--- src/rtl/ex_wb_pkg.sv ---
// Shared widths, select encoding, FSM states and the held-result entry type
// for the execute-to-writeback skid stage.
package ex_wb_pkg;

  localparam int DATA_W_DEF = 32;
  localparam int RD_W_DEF   = 5;

  localparam logic [2:0] SEL_NONE = 3'b111;

  // Field widths follow the package defaults; retarget them here, not per instance.
  typedef struct packed {
    logic [DATA_W_DEF-1:0] result;
    logic [RD_W_DEF-1:0]   rd;
    logic                  we;
  } entry_t;

  typedef enum logic [1:0] {
    EMPTY = 2'd0,
    ONE   = 2'd1,
    FULL  = 2'd2
  } state_t;

endpackage

--- src/rtl/ex_wb_skid_stage.sv ---
// Two-entry skid buffer between execute and writeback with a registered in_ready.
// Optional illegal-select checking is built when EXWB_SEL_CHECK_EN is defined.
module ex_wb_skid_stage
  import ex_wb_pkg::*;
#(
  parameter int DATA_W = DATA_W_DEF,
  parameter int RD_W   = RD_W_DEF
) (
  input  logic              clk,
  input  logic              rst_n,
  input  logic              in_valid,
  output logic              in_ready,
  input  logic [DATA_W-1:0] in_result,
  input  logic [2:0]        in_sel,
  input  logic [RD_W-1:0]   in_rd,
  input  logic              in_we,
  input  logic              flush,
  output logic              out_valid,
  input  logic              out_ready,
  output logic [DATA_W-1:0] out_result,
  output logic [RD_W-1:0]   out_rd,
  output logic              out_we
`ifdef EXWB_SEL_CHECK_EN
  ,
  output logic              sel_err
`endif
);

  state_t state_q, state_d;
  logic   inReady_q;
  entry_t mainEntry_q, mainEntry_d;
  entry_t skidEntry_q, skidEntry_d;
  entry_t newEntry;
  logic   accept;
  logic   drain;

  assign accept = in_valid && inReady_q;
  assign drain  = out_valid && out_ready;

  // Writes to x0 are architecturally void, so the enable is dropped at capture.
  always_comb begin
    newEntry.result = in_result;
    newEntry.rd     = in_rd;
    newEntry.we     = in_we && (in_rd != '0);
  end

  always_ff @(posedge clk or negedge rst_n) begin
    if (!rst_n) begin
      state_q   <= EMPTY;
      inReady_q <= 1'b0;
    end else begin
      state_q   <= state_d;
      inReady_q <= (state_d != FULL);
    end
  end

  always_comb begin
    state_d = state_q;
    if (flush) begin
      state_d = EMPTY;
    end else begin
      case (state_q)
        EMPTY: if (accept) state_d = ONE;
        ONE: begin
          if (accept && !drain) state_d = FULL;
          else if (!accept && drain) state_d = EMPTY;
        end
        FULL:    if (drain) state_d = ONE;
        default: state_d = EMPTY;
      endcase
    end
  end

  always_comb begin
    out_valid  = (state_q != EMPTY);
    in_ready   = inReady_q;
    out_result = mainEntry_q.result;
    out_rd     = mainEntry_q.rd;
    out_we     = mainEntry_q.we;
  end

  // A flushed cycle leaves the data registers untouched; only valid state is cleared.
  always_comb begin
    mainEntry_d = mainEntry_q;
    skidEntry_d = skidEntry_q;
    if (!flush) begin
      case (state_q)
        EMPTY: if (accept) mainEntry_d = newEntry;
        ONE: begin
          if (accept && drain) mainEntry_d = newEntry;
          else if (accept)     skidEntry_d = newEntry;
        end
        FULL:    if (drain) mainEntry_d = skidEntry_q;
        default: ;
      endcase
    end
  end

  always_ff @(posedge clk or negedge rst_n) begin
    if (!rst_n) begin
      mainEntry_q <= '0;
      skidEntry_q <= '0;
    end else begin
      mainEntry_q <= mainEntry_d;
      skidEntry_q <= skidEntry_d;
    end
  end

`ifdef EXWB_SEL_CHECK_EN
  logic selErr_q;

  always_ff @(posedge clk or negedge rst_n) begin
    if (!rst_n) begin
      selErr_q <= 1'b0;
    end else if (accept && (in_sel == SEL_NONE)) begin
      selErr_q <= 1'b1;
    end
  end

  assign sel_err = selErr_q;
`else
  logic unusedSel;
  assign unusedSel = ^in_sel;
`endif

endmodule

--- config.mk ---
export PLATFORM = sky130hd
export DESIGN_NAME = ex_wb_skid_stage
export DESIGN_NICKNAME = d
export VERILOG_FILES = /design/src/rtl/ex_wb_pkg.sv /design/src/rtl/ex_wb_skid_stage.sv
export SDC_FILE = /design/constraint.sdc
export NUM_CORES = 1
export LEC_CHECK = 0
export BUFFER_PORTS_ARGS = -buffer_cell sky130_fd_sc_hd__buf_4
export CAP_MARGIN = 10
export CORE_AREA = 2 2 85 107
export CTS_CLUSTER_DIAMETER = 80
export DETAILED_ROUTE_END_ITERATION = 7
export DIE_AREA = 0 0 87 109
export SYNTH_ARGS = -nofsm -noshare
export SYNTH_HDL_FRONTEND = slang
export SYNTH_SLANG_ARGS = --single-unit
--- constraint.sdc ---
create_clock -name clk -period 2.5 [get_ports clk]
set_input_delay 0.375 -clock clk [delete_from_list [all_inputs] [get_ports clk]]
set_output_delay 0.375 -clock clk [all_outputs]
set_load 0.01 [all_outputs]
==> results.md, run 1 <==
- Post-CTS resize count: 0
- DRT iter0 DRCs: 101
- Synth area leader: dfrtp_1
- Final Setup Violations: 0
- Synth-to-Final Area Change: 28.53%
- Hold_buf cts: 0
- Max IR drop VDD: 476.3 uV
- Wl on met1: 3156 um
- Met2 WL: 3629 um
- Hpwl dp: 4700 um
- Lkg Pwr: 2.008 nW
- Clk root buf: clkbuf_8
- Top cells by count, synth: dfrtp_1, nand2_1, nor2_1, a31oi_1, mux2_2
- Fillers: 777
- Clock power frac: 29.8%
- Tightest Hold Check Type: input port to async pin
- Synth Area per Inst: 10.84 sq um
- Number of global-route vias before repair: 2,377
- Slew Limit Headroom: 54.98%
- Drt total wl: 7258 um
- Unrepaired setup endpoints after global routing: no
- Asr flop ratio synth: 100.0%
- First-pass GRT wire length: 11,450 um
- Max clock buf depth: 2
- Fin cells: 492
- Critical path required time: 2.74 ns
- GRT Resource Usage Total: 16.06%
- Max frequency: 519.4 MHz
- Synth cell types: 25
- Routed length per instance: 14.75 um
- Logic pwr share: 21.2%
- Die area: 9483 sq um
- Pwr Density: 835.4 nW/um^2
- Number of diodes: 0
- Sw Pwr: 924.4 uW
- Hold Fails Final Rpt: 0
- Insertion delay to the later sink of the worst-skew pair: 0.36 ns
- Crit. End Element: flip-flop
- I/O pin total: 86
- Layout cells sized above 1: 36.99%
- Htree depth: 3
- Worst Tran Pin Value: 0.6754 ns
- Post-synth EDFFs: 0
- Final hold slack: 0.03682 ns
- Post-Syn Nets: 353
- Die Wd: 87 um
- Register share of total power: 49.0%
- # placed instances: 476
- Post-synthesis instance area: 3328 sq um
- Setup TNS: 0 ns
- Synth area leaders: dfrtp_1, mux2_2, nand2_1
- Routed via count: 2,464
- Placed Area: 4054 sq um
- Fin area: 4278 sq um
- Setup Buffers After CTS: 0
- CP arrival: 2.16 ns
- Crit path time final: 1.925 ns
- Post-synthesis cell count: 307
- Global route total overflow: 0
- Pin count of the biggest net entering global routing: 51
- Seq/Total Area, Yosys: 59.40%
- Run status: completed
- TritonCTS clock tree: done
- Int Power: 2.649 mW
- ANT nets after route: 0
- Gpl congestion: 0.7326
- Clock sink total: 79
- Post-synth top flop: dfrtp_1
- Clock buffer count from CTS: 9
- Clk_skew: 0.007769 ns
- Final Cycle Share: 77.01%
- Cell with the most instances after synthesis: dfrtp_1
- Drt pass-1 iters: 4
- Met3 WL post-DR: 269 um
- Setup CP Type: flip-flop to flip-flop
- Max FO, Critical Path: 39
- Top Metal Used: met4
- Max-Cap Viols: 0
- Core Area: 8511 sq um
- # DRC: 0
- Sw Share: 25.87%
- Synth warn: 0
- Initial Util: 39.11%
- Antenna violations before repair: 0
- Pins over their slew limit: 0
- Clock transition at path regs: 0.08 ns
- Critical Path Start Type: flip-flop
- Top cell type's share of synthesized area: 59.40%
- Number of synthesized register bits: 79
- Row cnt: 38
- DR vias/cell: 5.008
- Port bufs: 82
- Nets: 433
- Die height: 109 um
## worst max-delay path, stage by stage, from the launching register on
cell and delay (ns):
dfrtp_1 0.45, and2b_1 0.24, or3b_4 0.70, mux2_2 0.41
## worst paths after layout
kind | cells after the start | end | slack, ns | start
max | 3 | skidEntry_q[16]$_DFFE_PN0P_ | 0.57 | state_q[0]$_DFF_PN0_
min | 1 | skidEntry_q[32]$_DFFE_PN0P_ | 0.04 | rst_n
max reg2reg | 3 | skidEntry_q[16]$_DFFE_PN0P_ | 0.57 | state_q[0]$_DFF_PN0_
min reg2reg | 2 | skidEntry_q[0]$_DFFE_PN0P_ | 0.49 | skidEntry_q[0]$_DFFE_PN0P_
max in group asynchronous | 2 | out_result[10]$_DFFE_PN0P_ | 1.83 | rst_n
min in group clk | 2 | state_q[1]$_DFF_PN0_ | 0.21 | out_ready
## power groups by stage
| stage | registers (mW) | clock network [mW] | logic (mW) |
|---|---|---|---|
| 5_1_grt | 1.78 | 1.15 | 0.837 |
| 6_report | 1.75 | 1.07 | 0.757 |
| 3_5_place_dp | 1.77 | 0 | 0.770 |
| 4_1_cts | 1.75 | 1.10 | 0.773 |
| 2_1_floorplan | 1.80 | 0 | 0.367 |
| 3_3_place_gp | 1.76 | 0 | 0.751 |
## final cells by class
class | count | area [sq um] | share of cell area [%]
clock inverter | 3 | 65.06 | 1.521
clock buffer | 13 | 158.9 | 3.715
sequential | 79 | 1977 | 46.21
timing repair buffer | 89 | 680.7 | 15.91
tap | 100 | 125.1 | 2.925
multi-input combinational | 208 | 1271 | 29.72
## placed cells by master (no fill, tap or decap), types with 2 or more instances in the layout
cell,count
buf_4,88
dfrtp_1,79
nand2_1,78
nor2_1,39
a31oi_1,37
mux2_2,29
clkbuf_8,11
mux2_4,8
o21ai_0,2
bufinv_16,2
clkbuf_1,2
## flip-flops by register name, indices dropped and copies added (netlist names)
signal,count
in_ready,1
skidEntry_q,38
out_we,1
out_result,32
out_rd,5
state_q,2
## layer usage
layer,vias to the layer above,GRT usage (%)
met5,-,0
met4,0,10.38
met2,57,25.74
met3,17,2.877
li1,1203,-
met1,1187,19.76
## stage by stage
stage               total power [mW]  setup slack [ns]  util, %
floorplan                      2.168            0.8100        -
detailed placement             2.545            0.5142    47.63
global placement               2.511            0.5240    47.63
finish                         3.574            0.5748    50.26
CTS                            3.622            0.5581    50.26
global route                   3.773            0.4945    50.26
## kinds of logic (layout without fill, tap and decap cells)
| logic type | count (synthesis) | after routing | share of synthesized area (%) |
|---|---|---|---|
| AOI/OAI and AO/OA | 45 | 45 | 8.835 |
| DFF | 79 | 79 | 59.40 |
| and+or+nand+nor | 125 | 125 | 15.11 |
| xor gates and xnor gates | 1 | 1 | 0.2632 |
| buffers and inverters | 20 | 105 | 2.970 |
| muxes | 37 | 37 | 13.42 |
Note: power is estimated with default switching activity, not from simulation.
==> run 2: changes to the inputs <==
==> constraint.sdc (replaced) <==
create_clock -name clk -period 1.9 [get_ports clk]
set_input_delay 0.285 -clock clk [delete_from_list [all_inputs] [get_ports clk]]
set_output_delay 0.285 -clock clk [all_outputs]
set_load 0.01 [all_outputs]
==> results.md, run 2 (synthesized netlist as in run 1, its figures left out) <==
- Drt pass-1 iters: 4
- Drt total wl: 7194 um
- Die area: 9483 sq um
- Clock sink total: 79
- TritonCTS clock tree: done
- Tightest Hold Check Type: input port to flip-flop
- Gpl congestion: 0.7274
- Routing usage on met2: 27.26%
- Final hold slack: 0.1207 ns
- Hold Fails Final Rpt: 0
- Antenna violations before repair: 0
- Nets: 438
- Port bufs: 82
- Clk root buf: clkbuf_8
- Core Area: 8511 sq um
- Crit. End Element: flip-flop
- Worst Tran Pin Value: 0.6770 ns
- Synth-to-Final Area Change: 30.41%
- Crit path from: state_q[1]$_DFF_PN0_
- Post-place setup slack: 0.06820 ns
- Final Cycle Share: 93.80%
- Max IR drop VDD: 454.1 uV
- Placed Area: 4121 sq um
- Max clock buf depth: 2
- Pin count of the biggest net entering global routing: 45
- First-pass GRT wire length: 11,700 um
- Delay-heaviest family, CP: simple AND/OR/NAND/NOR gates
- DRT iter0 DRCs: 110
- ANT nets after route: 0
- Global route total overflow: 0
- Die Wd: 87 um
- Lkg Pwr: 2.041 nW
- Critical path depth: 3
- Worst r2r src: state_q[1]$_DFF_PN0_
- Final WS setup: 0.1177 ns
- Max FO, Critical Path: 39
- I/O pin total: 86
- Routed length per instance: 14.47 um
- Slew Limit Headroom: 54.87%
- Insertion delay to the later sink of the worst-skew pair: 0.35 ns
- Number of global-route vias before repair: 2,430
- Clk_skew: 0.008464 ns
- Biggest register: skidEntry_q
- Grt met1 use: 19.45%
- Clock buffer count from CTS: 9
- Worst Setup EP: skidEntry_q[16]$_DFFE_PN0P_
- Row cnt: 38
- Pwr Density: 1060 nW/um^2
- Unrepaired setup endpoints after global routing: no
- GRT Resource Usage Total: 16.20%
- Setup CP Type: flip-flop to flip-flop
- Run status: completed
- Layout cells sized above 1: 37.78%
- Final Setup Violations: 0
- Commonest non-fill, non-tap cell in the layout: buf_4
- DR vias/cell: 4.968
- Crit path time final: 1.782 ns
- Max incr delay on CP: 0.66 ns
- Met3 Track Usage GR: 3.936%
- Crit path cell chain: nand3b_1, or3b_4, mux2_2
- Commonest non-fill, non-tap cells in the layout: buf_4, dfrtp_1, nand2_1
- GR peak layer: met2
- Max frequency: 561.1 MHz
- Worst r2r dst: skidEntry_q[16]$_DFFE_PN0P_
- Crit path buf inv count: 0
- Slowest CP cell: or3b_4
- # DRC: 0
- Fillers: 799
- Hpwl dp: 4721 um
- Pins over their slew limit: 0
- Critical Path Start Type: flip-flop
- Initial Util: 39.11%
- Htree depth: 3
- Max reg flops: 38
- CP arrival: 2.01 ns
- Max-Cap Viols: 0
- Number of diodes: 0
- Routed via count: 2,469
- Fin area: 4340 sq um
- Reg-to-reg slack, setup: 0.12 ns
- Setup TNS: 0 ns
- Critical path required time: 2.13 ns
- R2r worst-path depth: 3
- Total power: 4.600 mW
- Die height: 109 um
- Clock transition at path regs: 0.08 ns
## run 2: cell count changes in the layout (fill, tap and decap cells not counted), sizes merged
cell / delta
bufinv: -1
clkinv: +1
dlygate4sd3: +1
buf: +4
## run 2: worst min path at each step
| stage | end | slack [ns] | cells after the start | start |
|---|---|---|---|---|
| 2_1_floorplan | in_ready$_DFF_PN0_ | -0.01 | 0 | rst_n |
| 3_3_place_gp | out_result[19]$_DFFE_PN0P_ | 0.28 | 1 | rst_n |
| 3_5_place_dp | skidEntry_q[25]$_DFFE_PN0P_ | 0.28 | 1 | rst_n |
| 4_1_cts | state_q[1]$_DFF_PN0_ | 0.1 | 2 | out_ready |
| 5_1_grt | state_q[1]$_DFF_PN0_ | 0.1 | 2 | out_ready |
| 6_report | state_q[1]$_DFF_PN0_ | 0.12 | 2 | out_ready |
## run 2: layout make-up
type | instances | area (sq um) | share of cell area, %
multi-input combinational | 208 | 1271 | 29.29
clock inverter | 3 | 40.04 | 0.9225
timing repair buffer | 94 | 758.2 | 17.47
tap | 100 | 125.1 | 2.883
sequential | 79 | 1977 | 45.55
clock buffer | 13 | 168.9 | 3.892
## run 2: power by group
part           switching [mW]  internal [mW]
Clock                   0.577          0.711
Sequential              0.209           2.09
Combinational           0.414          0.598
Total                    1.20           3.40
## run 2: routing by layer
metal | up-vias | wire length [um]
li1 | 1213 | -
met1 | 1205 | 3135
met2 | 45 | 3666
met3 | 6 | 271
met4 | 0 | 120
met5 | - | 0
## run 2: what timing repair did
action | in CTS | in global routing
hold buffers | 1 | 0
hold endpoints to repair | 35 | 0
gates resized for setup | 0 | 0
buffers inserted | 0 | 0
## run 2: worst reg2reg max path, stage by stage, from the launching register on
cell and delay, ns:
dfrtp_1 0.38, nand3b_1 0.22, or3b_4 0.66, mux2_2 0.40
## run 2: stage by stage
stage / std cells / util (%)
final: 497 / 51.00
after detailed placement: 480 / 48.43
after global placement: 480 / 48.43
after global routing: 497 / 51.00
after floorplan: 307 / -
after CTS: 497 / 51.00
==> run 3: changes to the inputs <==
--- a/config.mk
+++ b/config.mk
@@ -7,10 +7,13 @@
 export LEC_CHECK = 0
 export BUFFER_PORTS_ARGS = -buffer_cell sky130_fd_sc_hd__buf_4
 export CAP_MARGIN = 10
+export CELL_PAD_IN_SITES_DETAIL_PLACEMENT = 0
+export CELL_PAD_IN_SITES_GLOBAL_PLACEMENT = 1
 export CORE_AREA = 2 2 85 107
 export CTS_CLUSTER_DIAMETER = 80
 export DETAILED_ROUTE_END_ITERATION = 7
 export DIE_AREA = 0 0 87 109
+export PLACE_DENSITY_LB_ADDON = 0.05
 export SYNTH_ARGS = -nofsm -noshare
 export SYNTH_HDL_FRONTEND = slang
 export SYNTH_SLANG_ARGS = --single-unit
==> results.md, run 3 (synthesized netlist as in run 1, its figures left out) <==
- Run status: completed
- Row cnt: 38
- First-pass GRT wire length: 11,780 um
- Setup Buffers After CTS: 0
- Worst r2r dst: skidEntry_q[36]$_DFFE_PN0P_
- Insertion delay to the later sink of the worst-skew pair: 0.34 ns
- Max incr delay on CP: 0.50 ns
- Die height: 109 um
- Drt pass-1 iters: 4
- GRT Resource Usage Total: 16.40%
- I/O pin total: 86
- Nets: 441
- Crit. End Element: flip-flop
- Biggest register: skidEntry_q
- Final hold slack: 0.1440 ns
- Hold path depth: 2
- Clock sink total: 79
- Hold Fails Final Rpt: 0
- Tightest Hold Check Type: input port to flip-flop
- Setup CP Type: flip-flop to flip-flop
- Max frequency: 585.4 MHz
- Worst Tran Pin Value: 0.3176 ns
- Met2 WL: 3733 um
- Routed length per instance: 14.51 um
- Final core occ: 51.46%
- # placed instances: 483
- Commonest non-fill, non-tap cell in the layout: buf_4
- Htree depth: 3
- # DRC: 0
- Max reg flops: 38
- Pwr Density: 1051 nW/um^2
- Slew Limit Headroom: 78.78%
- Clk root buf: clkbuf_8
- Post-CTS resize count: 0
- Global route total overflow: 0
- Clock transition at path regs: 0.07 ns
- Wl on met1: 3043 um
- Port bufs: 82
- Synth-to-Final Area Change: 31.58%
- ANT nets after route: 0
- Initial Util: 39.11%
- CP arrival: 1.93 ns
- Top Metal Used: met4
- Hold_buf cts: 1
- Fin area: 4379 sq um
- Hpwl dp: 4919 um
- Fin cells: 498
- Worst r2r src: state_q[1]$_DFF_PN0_
- Slowest CP cell: or3b_4
- Commonest non-fill, non-tap cells in the layout: buf_4, dfrtp_1, nand2_1
- Clk_skew: 0.009027 ns
- Setup TNS: 0 ns
- Gpl congestion: 0.7336
- Max-Cap Viols: 0
- Pin count of the biggest net entering global routing: 43
- Clock buffer count from CTS: 9
- HP Start: out_ready
- Pins over their slew limit: 0
- TritonCTS clock tree: done
- Die Wd: 87 um
- Met3 WL post-DR: 344 um
- Lkg Pwr: 2.052 nW
- Delay-heaviest family, CP: simple AND/OR/NAND/NOR gates
- Critical path depth: 4
- Max IR drop VDD: 417.8 uV
- Critical path required time: 2.12 ns
- Max FO, Critical Path: 21
- Crit path buf inv count: 1
- Routed via count: 2,458
- Number of global-route vias before repair: 2,506
- Reg-to-reg slack, setup: 0.19 ns
- Drt total wl: 7225 um
- R2r worst-path depth: 4
- Critical Path Start Type: flip-flop
- Crit path from: state_q[1]$_DFF_PN0_
- DR vias/cell: 4.936
- Worst Setup EP: skidEntry_q[36]$_DFFE_PN0P_
- DRT iter0 DRCs: 97
- Max clock buf depth: 2
- Final Cycle Share: 89.90%
- Die area: 9483 sq um
- Crit path cell chain: nand3b_1, or3b_4, buf_12, mux2_4
- Placed Area: 4169 sq um
- Number of diodes: 0
- Layout cells sized above 1: 37.94%
- Unrepaired setup endpoints after global routing: no
- Final Setup Violations: 0
- Crit path time final: 1.708 ns
- Antenna violations before repair: 0
- Core Area: 8511 sq um
## run 3: changes by cell type in the layout (fill, tap and decap cells not counted)
cell and change:
clkinvlp_4 +1, bufinv_16 +1, clkbuf_8 -3, buf_4 +1
clkinv_2 -1, buf_12 +2
## run 3: worst reg2reg max path, stage by stage, from the launching register on
cell	delay [ns]
dfrtp_1	0.37
nand3b_1	0.22
or3b_4	0.50
buf_12	0.20
mux2_4	0.31
## run 3: worst min-delay path by stage
stage,endpoint
2_1_floorplan,in_ready$_DFF_PN0_
3_3_place_gp,out_result[28]$_DFFE_PN0P_
3_5_place_dp,out_result[28]$_DFFE_PN0P_
4_1_cts,state_q[1]$_DFF_PN0_
5_1_grt,state_q[1]$_DFF_PN0_
6_report,state_q[1]$_DFF_PN0_
## run 3: cell type report
type | count | area (sq um)
Fill cell | 807 | 4131
Sequential cell | 79 | 1977
Multi-Input combinational cell | 208 | 1271
Timing Repair Buffer | 97 | 805.8
Clock buffer | 10 | 127.6
Tap cell | 100 | 125.1
Clock inverter | 4 | 72.57
## run 3: where the power goes
group	total, mW	internal (mW)	switching (mW)	leakage [nW]
clock	1.29	0.724	0.570	0.0982
combinational	1.01	0.604	0.410	1.03
sequential	2.30	2.09	0.204	0.923
## run 3: metrics by stage
step                power, mW  setup slack (ns)
floorplan               2.853            0.2228
global placement        3.332            0.1815
detailed placement      3.368            0.1807
CTS                     4.690            0.1820
global route            4.886            0.1392
finish                  4.604            0.1919
## run 3: layer usage
metal | up-vias | track usage (%)
li1 | 1218 | -
met1 | 1181 | 18.36
met2 | 51 | 29.23
met3 | 8 | 4.088
met4 | 0 | 7.031
met5 | - | 0
